**config.mk**
```make
export PLATFORM = sky130hd
export DESIGN_NAME = multicycle_control
export DESIGN_NICKNAME = d
export VERILOG_FILES = /design/src/rtl/multicycle_control.sv
export SDC_FILE = /design/constraint.sdc
export NUM_CORES = 1
export LEC_CHECK = 0
export BUFFER_PORTS_ARGS = -buffer_cell sky130_fd_sc_hd__buf_2
export CAP_MARGIN = 5
export CORE_MARGIN = 1
export CORE_UTILIZATION = 31
export DETAILED_ROUTE_END_ITERATION = 8
export PLACE_DENSITY = 0.47
export SYNTH_ARGS = -nofsm -noshare
export SYNTH_HDL_FRONTEND = slang
export SYNTH_SLANG_ARGS = --single-unit
export TNS_END_PERCENT = 1
```
**constraint.sdc**
```tcl
create_clock -name clk -period 7.4 [get_ports clk]
set_input_delay 0.37 -clock clk [delete_from_list [all_inputs] [get_ports clk]]
set_output_delay 0.37 -clock clk [all_outputs]
set_load 0.01 [all_outputs]
```
**src/rtl/multicycle_control.sv**
```systemverilog
// Multicycle FETCH/DECODE/EXECUTE/WRITEBACK sequencer for the register-file/ALU datapath.
// Supports ADD, SUB, ADDI, BEQ and BNE; any other encoding parks the unit in HALT until reset.
module multicycle_control #(
  parameter int                 A_WIDTH  = 5,
  parameter int                 D_WIDTH  = 32,
  parameter logic [D_WIDTH-1:0] RESET_PC = 32'h0000_0000
) (
  input  logic               clk,
  input  logic               rst_n,
  output logic               imem_req,
  output logic [D_WIDTH-1:0] imem_addr,
  input  logic               imem_ready,
  input  logic [D_WIDTH-1:0] imem_rdata,
  output logic [A_WIDTH-1:0] rs1,
  output logic [A_WIDTH-1:0] rs2,
  output logic [A_WIDTH-1:0] rd,
  output logic               RegWrite,
  output logic               ALUsrc,
  output logic               ALUctrl,
  output logic [D_WIDTH-1:0] ImmOp,
  input  logic               EQ,
  output logic [D_WIDTH-1:0] pc,
  output logic               instr_retired,
  output logic               illegal
);

  typedef enum logic [2:0] {
    S_FETCH,
    S_DECODE,
    S_EXECUTE,
    S_WRITEBACK,
    S_HALT
  } state_t;

  state_t               state_reg, state_next;
  logic [D_WIDTH-1:0]   pc_reg, pc_next;
  logic [D_WIDTH-1:0]   ir_reg;
  logic [A_WIDTH-1:0]   rs1_reg, rs2_reg, rd_reg;
  logic [D_WIDTH-1:0]   imm_reg;
  logic                 alusrc_reg, aluctrl_reg;
  logic                 branch_reg, bne_reg;
  logic                 illegal_reg;

  logic [6:0]           opcode;
  logic [2:0]           funct3;
  logic [6:0]           funct7;
  logic                 dec_addi, dec_add, dec_sub, dec_beq, dec_bne, dec_legal;
  logic [D_WIDTH-1:0]   imm_i, imm_b, dec_imm;
  logic                 branch_taken;

  assign opcode = ir_reg[6:0];
  assign funct3 = ir_reg[14:12];
  assign funct7 = ir_reg[31:25];

  assign dec_addi  = (opcode == 7'b0010011) && (funct3 == 3'b000);
  assign dec_add   = (opcode == 7'b0110011) && (funct3 == 3'b000) && (funct7 == 7'b0000000);
  assign dec_sub   = (opcode == 7'b0110011) && (funct3 == 3'b000) && (funct7 == 7'b0100000);
  assign dec_beq   = (opcode == 7'b1100011) && (funct3 == 3'b000);
  assign dec_bne   = (opcode == 7'b1100011) && (funct3 == 3'b001);
  assign dec_legal = dec_addi | dec_add | dec_sub | dec_beq | dec_bne;

  assign imm_i = {{(D_WIDTH-12){ir_reg[31]}}, ir_reg[31:20]};
  assign imm_b = {{(D_WIDTH-13){ir_reg[31]}}, ir_reg[31], ir_reg[7], ir_reg[30:25],
                  ir_reg[11:8], 1'b0};

  always_comb begin
    dec_imm = '0;
    if (dec_addi) begin
      dec_imm = imm_i;
    end else if (dec_beq || dec_bne) begin
      dec_imm = imm_b;
    end
  end

  assign branch_taken = bne_reg ? ~EQ : EQ;

  always_comb begin
    state_next    = state_reg;
    pc_next       = pc_reg;
    imem_req      = 1'b0;
    RegWrite      = 1'b0;
    instr_retired = 1'b0;
    case (state_reg)
      S_FETCH: begin
        // Gated by rst_n so the request is low while reset is held, not just after it.
        imem_req = rst_n;
        if (imem_ready) begin
          state_next = S_DECODE;
        end
      end
      S_DECODE: begin
        state_next = dec_legal ? S_EXECUTE : S_HALT;
      end
      S_EXECUTE: begin
        if (branch_reg) begin
          instr_retired = 1'b1;
          pc_next       = branch_taken ? (pc_reg + imm_reg) : (pc_reg + D_WIDTH'(4));
          state_next    = S_FETCH;
        end else begin
          state_next = S_WRITEBACK;
        end
      end
      S_WRITEBACK: begin
        RegWrite      = (rd_reg != '0);
        instr_retired = 1'b1;
        pc_next       = pc_reg + D_WIDTH'(4);
        state_next    = S_FETCH;
      end
      S_HALT: begin
        state_next = S_HALT;
      end
      default: begin
        state_next = S_HALT;
      end
    endcase
  end

  always_ff @(posedge clk or negedge rst_n) begin
    if (!rst_n) begin
      state_reg   <= S_FETCH;
      pc_reg      <= RESET_PC;
      ir_reg      <= '0;
      rs1_reg     <= '0;
      rs2_reg     <= '0;
      rd_reg      <= '0;
      imm_reg     <= '0;
      alusrc_reg  <= 1'b0;
      aluctrl_reg <= 1'b0;
      branch_reg  <= 1'b0;
      bne_reg     <= 1'b0;
      illegal_reg <= 1'b0;
    end else begin
      state_reg <= state_next;
      pc_reg    <= pc_next;
      if (state_reg == S_FETCH && imem_ready) begin
        ir_reg <= imem_rdata;
      end
      // An illegal word leaves the previous controls in place; only the sticky flag changes.
      if (state_reg == S_DECODE) begin
        if (dec_legal) begin
          rs1_reg     <= ir_reg[19:15];
          rs2_reg     <= ir_reg[24:20];
          rd_reg      <= ir_reg[11:7];
          imm_reg     <= dec_imm;
          alusrc_reg  <= dec_addi;
          aluctrl_reg <= dec_sub | dec_beq | dec_bne;
          branch_reg  <= dec_beq | dec_bne;
          bne_reg     <= dec_bne;
        end else begin
          illegal_reg <= 1'b1;
        end
      end
    end
  end

  assign imem_addr = pc_reg;
  assign pc        = pc_reg;
  assign rs1       = rs1_reg;
  assign rs2       = rs2_reg;
  assign rd        = rd_reg;
  assign ImmOp     = imm_reg;
  assign ALUsrc    = alusrc_reg;
  assign ALUctrl   = aluctrl_reg;
  assign illegal   = illegal_reg;

endmodule

```
==> flow_metrics.py, run 1 <==
metrics = {
    "run_status": {
        "status": "finished with violations",
        "violations": "hold timing",
    },
    "worst_setup_path": {
        "worstSetupPathType": "register to register",
        "cp.arrival_ps": 3260,
        "cp-start-kind": "register",
        "worstPathRequired_ps": 7640,
        "worstSetupEndpointType": "register",
        "path_max_fanout": 41,
    },
    "flow_run": {
        "maxCapViolCount": 0,
    },
    "hold_path": {
        "hp-class": "primary input to async pin",
    },
    "routing": {
        "dr.pass1.iters": 5,
        "vias": 5549,
        "avgRoutedWirePerCell_um": 17.1,
        "ant_nets": 0,
        "viasPerCell": 5.22,
        "drcViolationCount": 0,
        "finalWirelength_um": 18200,
        "drt_iter0_drc": 318,
    },
    "sta": {
        "finClkSkew_ps": 11.8,
        "worst_pin_slew_ps": 1060,
        "tns_ps": 0,
        "finalHoldViolations": 5,
        "timing.final.crit_share_pct": 40.8,
        "period_needed_ps": 3020,
        "relSlewSlack_pct": 29.4,
        "max_freq_mhz": 331,
        "drv_slew": 0,
        "setup_viol": 0,
        "hold_ws_ps": -4.85,
        "rsz0062_at_grt": "false",
        "setup_ws_ps": 4380,
    },
    "pwr": {
        "peakVddDrop_uv": 155,
        "leakage_nw": 3.67,
        "seq_power_share_pct": 51.9,
        "p_comb_share_pct": 10.4,
        "clkPwrFrac_pct": 37.7,
        "p_sw_mw": 0.375,
        "power.total_mw": 1.33,
        "p_int_mw": 0.955,
        "powerDensity_nw_per_um2": 178,
        "swShare_pct": 28.2,
    },
    "clock_tree": {
        "cts_hold_buffers": 0,
        "htreeDepth": 3,
        "post_cts_buffers": 0,
        "worst_setup_hold_path_clk_slew_ps": 80,
        "cts.sinks": 100,
        "clk-insertion-delay-late_ps": 360,
        "ctsResizeCount": 0,
        "cts_root_buf": "clkbuf_16",
        "ctsLongestPathBuffers": 2,
        "cts_tree": "built",
        "cts_buffers": 9,
    },
    "global_routing": {
        "gr-total-overflow": 0,
        "antenna_found_initial": 0,
        "grt_pass1_vias": 5226,
        "globalRouteTotalUtil_pct": 16.9,
        "grt_max_degree": 65,
        "grt_pass1_wl_um": 28700,
    },
    "synth": {
        "yosysSeqAreaShare_pct": 38.4,
        "synthArstFlopShare_pct": 100,
        "yosys_warnings": 0,
        "ys_types": 68,
        "ys_ff_latch": 100,
        "syn_avg_cell_area_um2": 9.28,
        "synth_top_area_share_pct": 38.4,
        "synthCells": 702,
        "yosysMostFrequentCell": "dfrtp_1",
        "synth_area_um2": 6510,
        "syn-num-nets": 771,
        "synthTopCellsByCount": "100 x dfrtp_1, 73 x nand2_1, 67 x a21oi_1, 52 x buf_4, 47 x mux2_2",
        "synth_edf_count": 0,
        "yosys.area.top_type": "dfrtp_1",
        "yosys-top-cells-area": "dfrtp_1 38%, mux2_2 8.1%, ha_1 6.1%, buf_4 6.0%, a21oi_1 5.1%",
        "ys.flop_type": "dfrtp_1",
    },
    "die": {
        "row_count": 52,
        "core-area_um2": 20400,
        "ios": 153,
        "die-area_um2": 21600,
        "die_h_um": 147,
        "dieWidth_um": 147,
        "initial_core_util_pct": 31.9,
    },
    "place": {
        "place_congestion": 0.847,
        "post-place-ws_ps": 4370,
        "io_buffers": 152,
        "dpl.hpwl_um": 13300,
    },
    "finish": {
        "antenna_cells": 0,
        "fill_cells": 2120,
        "drive_gt1_share_pct": 30.1,
        "layout.nets": 858,
        "area_growth_pct": 14.6,
        "postLayoutCoreUtil_pct": 36.5,
    },
}
per-stage QoR:
step                cells  instance area, um^2  hold WS, ps
floorplan             702                 6520         74.4
global placement     1048                 7150          387
detailed placement   1048                 7150          400
CTS                  1064                 7470         6.74
global route         1064                 7470         33.6
finish               1064                 7470        -4.85
kinds of logic after synthesis:
kind of cell / after synthesis / synth area share [%]
flip-flops: 100 / 38.4
AO/OA/AOI/OAI: 192 / 18.7
adder cells (fa/ha/maj): 33 / 6.45
multiplexers: 48 / 8.28
XOR/XNOR: 33 / 4.44
AND/OR/NAND/NOR: 207 / 15.4
buffers and inverters: 89 / 8.32
placed cells by master (no fill, tap or decap), drive strengths merged, types with 4 or more instances in the layout:
cell type / Yosys / final
o21a: 7 / 7
nand4: 11 / 11
a21o: 20 / 20
and4: 6 / 6
and2: 4 / 4
o21ai: 40 / 40
nor3: 12 / 12
nand2: 73 / 73
xor2: 12 / 12
nor2: 47 / 47
mux2: 47 / 47
nand3: 25 / 25
a22oi: 7 / 7
nor2b: 6 / 6
a31oi: 6 / 6
dfrtp: 100 / 100
inv: 6 / 10
a21oi: 68 / 68
clkbuf: 26 / 9
o22ai: 6 / 6
xnor2: 21 / 21
a22o: 9 / 9
buf: 57 / 159
and3: 10 / 10
ha: 32 / 32
power by group through the flow:
stage               Combinational, mW  Sequential (mW)  Clock [mW]
floorplan                       0.102            0.681           0
global placement                0.136            0.696           0
detailed placement              0.141            0.703           0
CTS                             0.142            0.691       0.523
global route                    0.156            0.704       0.540
finish                          0.138            0.690       0.501
final timing paths:
| check | slack, ps | depth (start not counted) | from | endpoint |
|---|---|---|---|---|
| setup / recovery | 4380 | 12 | ImmOp[30] | imem_addr[31] |
| hold / removal | -5 | 1 | rst_n | imem_addr[5] |
| setup reg to reg | 4380 | 12 | ImmOp[30] | imem_addr[31] |
| hold reg to reg | 470 | 1 | illegal | illegal |
| max in group asynchronous | 6140 | 2 | rst_n | rs2[1] |
| min in group clk | 230 | 2 | imem_rdata[2] | ir_reg[2] |
per-layer routing:
metal  up-vias  GRT usage, %  routed length [um]
li1       2663             -                   -
met1      2666          22.6                8280
met2       198          26.9                8350
met3        22          4.50                1250
met4         0          4.33                 276
met5         -             0                   0
area by class of cell:
| type | instances | area, um^2 | share of cell area [%] |
|---|---|---|---|
| clock inverters | 7 | 86.3 | 1.16 |
| flip-flops and latches | 100 | 2500 | 33.5 |
| inverters | 6 | 22.5 | 0.302 |
| repair buffers | 159 | 816 | 10.9 |
| well taps | 270 | 338 | 4.52 |
| clock buffers | 9 | 225 | 3.02 |
| multi-input cells | 513 | 3480 | 46.6 |
worst max-delay path: stages, from the launching register on:
cell and delay (ps):
dfrtp_1 350, buf_4 360, ha_1 400, a21o_1 190, a21o_1 180, a21oi_2 140, o21ai_1 70, a21o_1 180
a221o_1 350, a31oi_2 180, mux2i_1 240, and3_1 200, nor3_2 50
(Power assumes the default switching activity.)
==> run 2, diff against run 1 <==
==> constraint.sdc (replaced) <==
create_clock -name clk -period 3.1 [get_ports clk]
set_input_delay 0.155 -clock clk [delete_from_list [all_inputs] [get_ports clk]]
set_output_delay 0.155 -clock clk [all_outputs]
set_load 0.01 [all_outputs]
==> flow_metrics.py, run 2 (same netlist as run 1, synthesis figures left out) <==
metrics = {
    "pwr": {
        "p_int_mw": 2.28,
        "p_sw_mw": 0.874,
        "leakage_nw": 3.78,
        "p_comb_share_pct": 10.6,
        "clkPwrFrac_pct": 37.4,
        "peakVddDrop_uv": 322,
        "seq_power_share_pct": 52.0,
        "powerDensity_nw_per_um2": 414,
        "swShare_pct": 27.7,
    },
    "global_routing": {
        "met3_usage_pct": 4.81,
        "gr-total-overflow": 0,
        "top_usage_layer": "met2",
        "grtUsageMet2_pct": 28.1,
        "use_met1_pct": 22.4,
        "grt_pass1_wl_um": 29700,
        "globalRouteTotalUtil_pct": 17.3,
        "grt_max_degree": 79,
        "antenna_found_initial": 0,
        "grt_pass1_vias": 5538,
    },
    "routing": {
        "avgRoutedWirePerCell_um": 16.8,
        "finalWirelength_um": 18200,
        "drcViolationCount": 0,
        "vias": 5513,
        "ant_nets": 0,
        "dr.pass1.iters": 6,
        "drt_iter0_drc": 347,
        "viasPerCell": 5.10,
    },
    "hold_path": {
        "hp-class": "primary input to register",
        "min_from": "imem_rdata[0]",
        "hold_path_depth": 2,
        "hold_end": "ir_reg[0]",
    },
    "die": {
        "die_h_um": 147,
        "core-area_um2": 20400,
        "dieWidth_um": 147,
        "ios": 153,
        "die-area_um2": 21600,
        "row_count": 52,
        "initial_core_util_pct": 31.9,
    },
    "finish": {
        "stdcell_area_um2": 7630,
        "final_cell_mix": "151 x buf_2, 99 x dfrtp_1, 73 x nand2_1, 67 x a21oi_1, 47 x mux2_2",
        "antenna_cells": 0,
        "stdcell_count": 1082,
        "layout.nets": 876,
        "area_growth_pct": 17.1,
        "drive_gt1_share_pct": 31.9,
        "final_common_cell": "buf_2",
        "fill_cells": 2142,
    },
    "run_status": {
        "status": "finished clean",
    },
    "worst_setup_path": {
        "worstSetupEndpointType": "register",
        "reg2reg_to": "imem_addr[30]",
        "rr_startpoint": "ImmOp[0]",
        "worstPathRequired_ps": 3330,
        "cp-start-kind": "register",
        "worstSetupPathType": "register to register",
        "cp.arrival_ps": 3110,
        "rrSetupSlack_ps": 220,
        "r2r_cells": 13,
        "path_max_fanout": 5,
    },
    "place": {
        "dpl_cell_area_um2": 7300,
        "io_buffers": 152,
        "dp.cells": 1065,
        "dpl.hpwl_um": 13800,
        "place_congestion": 0.896,
    },
    "sta": {
        "finalHoldViolations": 0,
        "relSlewSlack_pct": 52.6,
        "rsz0062_at_grt": "false",
        "tns_ps": 0,
        "period_needed_ps": 2880,
        "setup_viol": 0,
        "timing.final.crit_share_pct": 93.0,
        "max_freq_mhz": 347,
        "finClkSkew_ps": 9.06,
        "drv_slew": 0,
        "worst_pin_slew_ps": 711,
    },
    "clock_tree": {
        "worst_setup_hold_path_clk_slew_ps": 80,
        "clk-insertion-delay-late_ps": 350,
        "cts_root_buf": "clkbuf_16",
        "cts_tree": "built",
        "post_cts_buffers": 0,
        "htreeDepth": 3,
        "cts_buffers": 9,
        "cts.sinks": 100,
        "ctsLongestPathBuffers": 2,
    },
    "flow_run": {
        "maxCapViolCount": 0,
    },
}
==> run 2: cell count changes in the layout (fill, tap and decap cells not counted), sizes merged <==
| cell | delta |
|---|---|
| clkinv | +2 |
| dlygate4sd3 | +1 |
| inv | -2 |
| buf | +17 |
==> run 2: routing by layer <==
layer  wire, um  vias to the layer above
li1           -                     2693
met1       8330                     2657
met2       8390                      141
met3       1110                       22
met4        358                        0
met5          0                        -
==> run 2: how the worst max path moves through the flow <==
stage | from | endpoint | slack [ps] | cells past startpoint
floorplan | ImmOp[30] | imem_addr[31] | 180 | 12
global placement | imem_addr[0] | imem_addr[30] | 270 | 13
detailed placement | ImmOp[0] | imem_addr[30] | 220 | 13
CTS | ImmOp[0] | imem_addr[30] | 190 | 13
global route | ImmOp[0] | imem_addr[20] | 5 | 13
finish | ImmOp[0] | imem_addr[30] | 220 | 13
==> run 2: per-stage QoR <==
step           utilization [%]  total power [mW]  setup slack, ps  hold slack (ps)
2_1_floorplan                -              1.87              179             -141
3_3_place_gp              35.7              1.99              270             91.1
3_5_place_dp              35.7              2.02              218             97.5
4_1_cts                   37.3              3.22              190             11.6
5_1_grt                   37.4              3.33             5.26             5.93
6_report                  37.4              3.16              218             27.0
==> run 2: critical path: stages (launching register included) <==
cell and delay (ps):
dfrtp_1 400, ha_1 180, inv_1 60, fa_1 410, nor2b_2 150, o31ai_1 100, a21oi_1 240, nor3_2 90
o21a_1 260, o2111a_1 300, o31ai_2 260, a21oi_1 110, xor2_1 140, o21ai_1 70
==> run 2: cell type report <==
| cell class | count | area, um^2 | area share, % |
|---|---|---|---|
| tap | 270 | 338 | 4.43 |
| inverter | 6 | 22.5 | 0.295 |
| timing repair buffer | 177 | 966 | 12.7 |
| multi-input combinational | 513 | 3480 | 45.6 |
| clock buffer | 9 | 225 | 2.95 |
| clock inverter | 7 | 93.8 | 1.23 |
| sequential | 100 | 2500 | 32.8 |
==> run 2: timing repair <==
action | in CTS | in global routing
hold endpoints to repair | 22 | 0
hold buffers | 1 | 0
endpoints found under the setup margin | 0 | 2
gates resized for setup | 0 | 2
==> run 2: power groups by stage <==
stage	Sequential (mW)	Combinational (mW)	Clock [mW]
detailed placement	1.68	0.341	0
floorplan	1.63	0.243	0
global route	1.68	0.381	1.27
CTS	1.65	0.344	1.23
finish	1.64	0.335	1.18
global placement	1.66	0.327	0
==> run 3, diff against run 2 <==
==> constraint.sdc (replaced) <==
create_clock -name clk -period 2.7 [get_ports clk]
set_input_delay 0.135 -clock clk [delete_from_list [all_inputs] [get_ports clk]]
set_output_delay 0.135 -clock clk [all_outputs]
set_load 0.01 [all_outputs]
==> flow_metrics.py, run 3 (same netlist as run 1, synthesis figures left out) <==
metrics = {
    "worst_setup_path": {
        "slowest_stage": "dfrtp_4",
        "worstSetupPathDepth": 10,
        "slowest_delay_ps": 550,
        "critPathTopFamily": "compound AO/OA/AOI/OAI gates",
        "worstSetupPathType": "register to register",
        "cp.arrival_ps": 2940,
        "r2r_cells": 10,
        "worstPathRequired_ps": 2930,
        "path_max_fanout": 7,
        "worstSetupEndpointType": "register",
        "rrSetupSlack_ps": -7,
        "critPathBufInv": 1,
        "cp-start-kind": "register",
        "worstPathCellList": "buf_4 > ha_1 > a21oi_2 > o21ai_1 > a21o_1 > a221o_1 > a31oi_2 > mux2i_1 > and3_1 > nor3_2",
    },
    "sta": {
        "finalHoldViolations": 0,
        "finClkSkew_ps": 9.04,
        "rsz0062_at_grt": "true",
        "period_needed_ps": 2710,
        "relSlewSlack_pct": 61.4,
        "max_freq_mhz": 369,
        "worst_pin_slew_ps": 577,
        "setup_viol": 1,
        "setup_ws_ps": -7.15,
        "timing.final.crit_share_pct": 100,
        "drv_slew": 0,
    },
    "die": {
        "row_count": 52,
        "initial_core_util_pct": 31.9,
        "dieWidth_um": 147,
        "die-area_um2": 21600,
        "ios": 153,
        "die_h_um": 147,
        "core-area_um2": 20400,
    },
    "place": {
        "dpl.hpwl_um": 13700,
        "place_congestion": 0.864,
        "post-place-ws_ps": -95.8,
        "io_buffers": 152,
        "dp.cells": 1102,
    },
    "finish": {
        "antenna_cells": 0,
        "fill_cells": 2083,
        "final_common_cell": "buf_2",
        "stdcell_count": 1138,
        "drive_gt1_share_pct": 38.0,
        "area_growth_pct": 27.1,
        "layout.nets": 932,
        "final_cell_mix": "151 x buf_2, 99 x dfrtp_1, 73 x nand2_1, 64 x buf_4, 55 x a21oi_1",
    },
    "global_routing": {
        "grt_pass1_wl_um": 30300,
        "antenna_found_initial": 0,
        "grt_pass1_vias": 5748,
        "gr-total-overflow": 0,
        "grt_max_degree": 83,
        "globalRouteTotalUtil_pct": 17.7,
    },
    "run_status": {
        "violations": "setup timing",
        "status": "finished with violations",
    },
    "hold_path": {
        "hp-class": "primary input to register",
        "hold_path_depth": 2,
    },
    "routing": {
        "drt_iter0_drc": 375,
        "viasPerCell": 5.12,
        "dr.pass1.iters": 5,
        "vias": 5822,
        "drcViolationCount": 0,
        "avgRoutedWirePerCell_um": 16.7,
        "finalWirelength_um": 19000,
        "ant_nets": 0,
    },
    "clock_tree": {
        "htreeDepth": 3,
        "ctsLongestPathBuffers": 2,
        "cts_buffers": 9,
        "cts_root_buf": "clkbuf_16",
        "cts_tree": "built",
        "cts.sinks": 100,
        "worst_setup_hold_path_clk_slew_ps": 80,
        "clk-insertion-delay-late_ps": 360,
    },
    "pwr": {
        "leakage_nw": 4.04,
        "peakVddDrop_uv": 327,
        "powerDensity_nw_per_um2": 444,
    },
    "flow_run": {
        "maxCapViolCount": 0,
    },
}
[run 3: where the power goes]
part / switching (mW) / total [mW] / leakage (nW) / internal (mW)
clock network: 0.701 / 1.37 / 0.153 / 0.670
logic: 0.163 / 0.409 / 2.63 / 0.246
registers: 0.172 / 1.89 / 1.26 / 1.72
[run 3: through the flow]
step	setup TNS [ps]	hold slack, ps	area [um^2]	total power, mW	util (%)
final	-7.15	9.35	8280	3.68	40.5
after global routing	-301	2.12	8280	3.86	40.5
after CTS	0	0.00841	8090	3.73	39.6
after detailed placement	-119	51.6	7600	2.32	37.2
after global placement	-56.3	52.8	7600	2.29	37.2
after floorplan	0	-161	6530	2.15	-
[run 3: worst register-to-register path, cell delays in order (launching register included)]
cell and delay (ps):
dfrtp_4 550, buf_4 180, ha_1 360, a21oi_2 180, o21ai_1 100, a21o_1 190, a221o_1 320, a31oi_2 180
mux2i_1 280, and3_1 210, nor3_2 50
[run 3: final cells by class]
type	instances	area [um^2]	share of cell area, %
sequential	100	2510	30.3
timing repair buffer	233	1440	17.4
inverter	6	22.5	0.272
tap	270	338	4.08
clock inverter	7	93.8	1.13
clock buffer	9	225	2.72
multi-input combinational	513	3660	44.2
[run 3: timing repair]
item	CTS	global route
endpoints found under the setup margin	6	12
gates resized for setup	4	33
pin swaps	4	7
endpoints found under the hold margin	30	2
buffers inserted	2	3
hold buffers	13	2
[run 3: worst paths after layout]
check	from	end
max	ImmOp[30]	imem_addr[31]
min	imem_rdata[14]	ir_reg[14]
max reg2reg	ImmOp[30]	imem_addr[31]
min reg2reg	illegal	illegal
max in group asynchronous	rst_n	ImmOp[30]
min in group asynchronous	rst_n	imem_addr[13]
[run 3: layer usage]
| metal | track usage (%) | up-vias | routed length, um |
|---|---|---|---|
| li1 | - | 2821 | - |
| met1 | 23.4 | 2787 | 8640 |
| met2 | 28.4 | 190 | 8830 |
| met3 | 4.63 | 24 | 1200 |
| met4 | 4.85 | 0 | 284 |
| met5 | 0 | - | 0 |
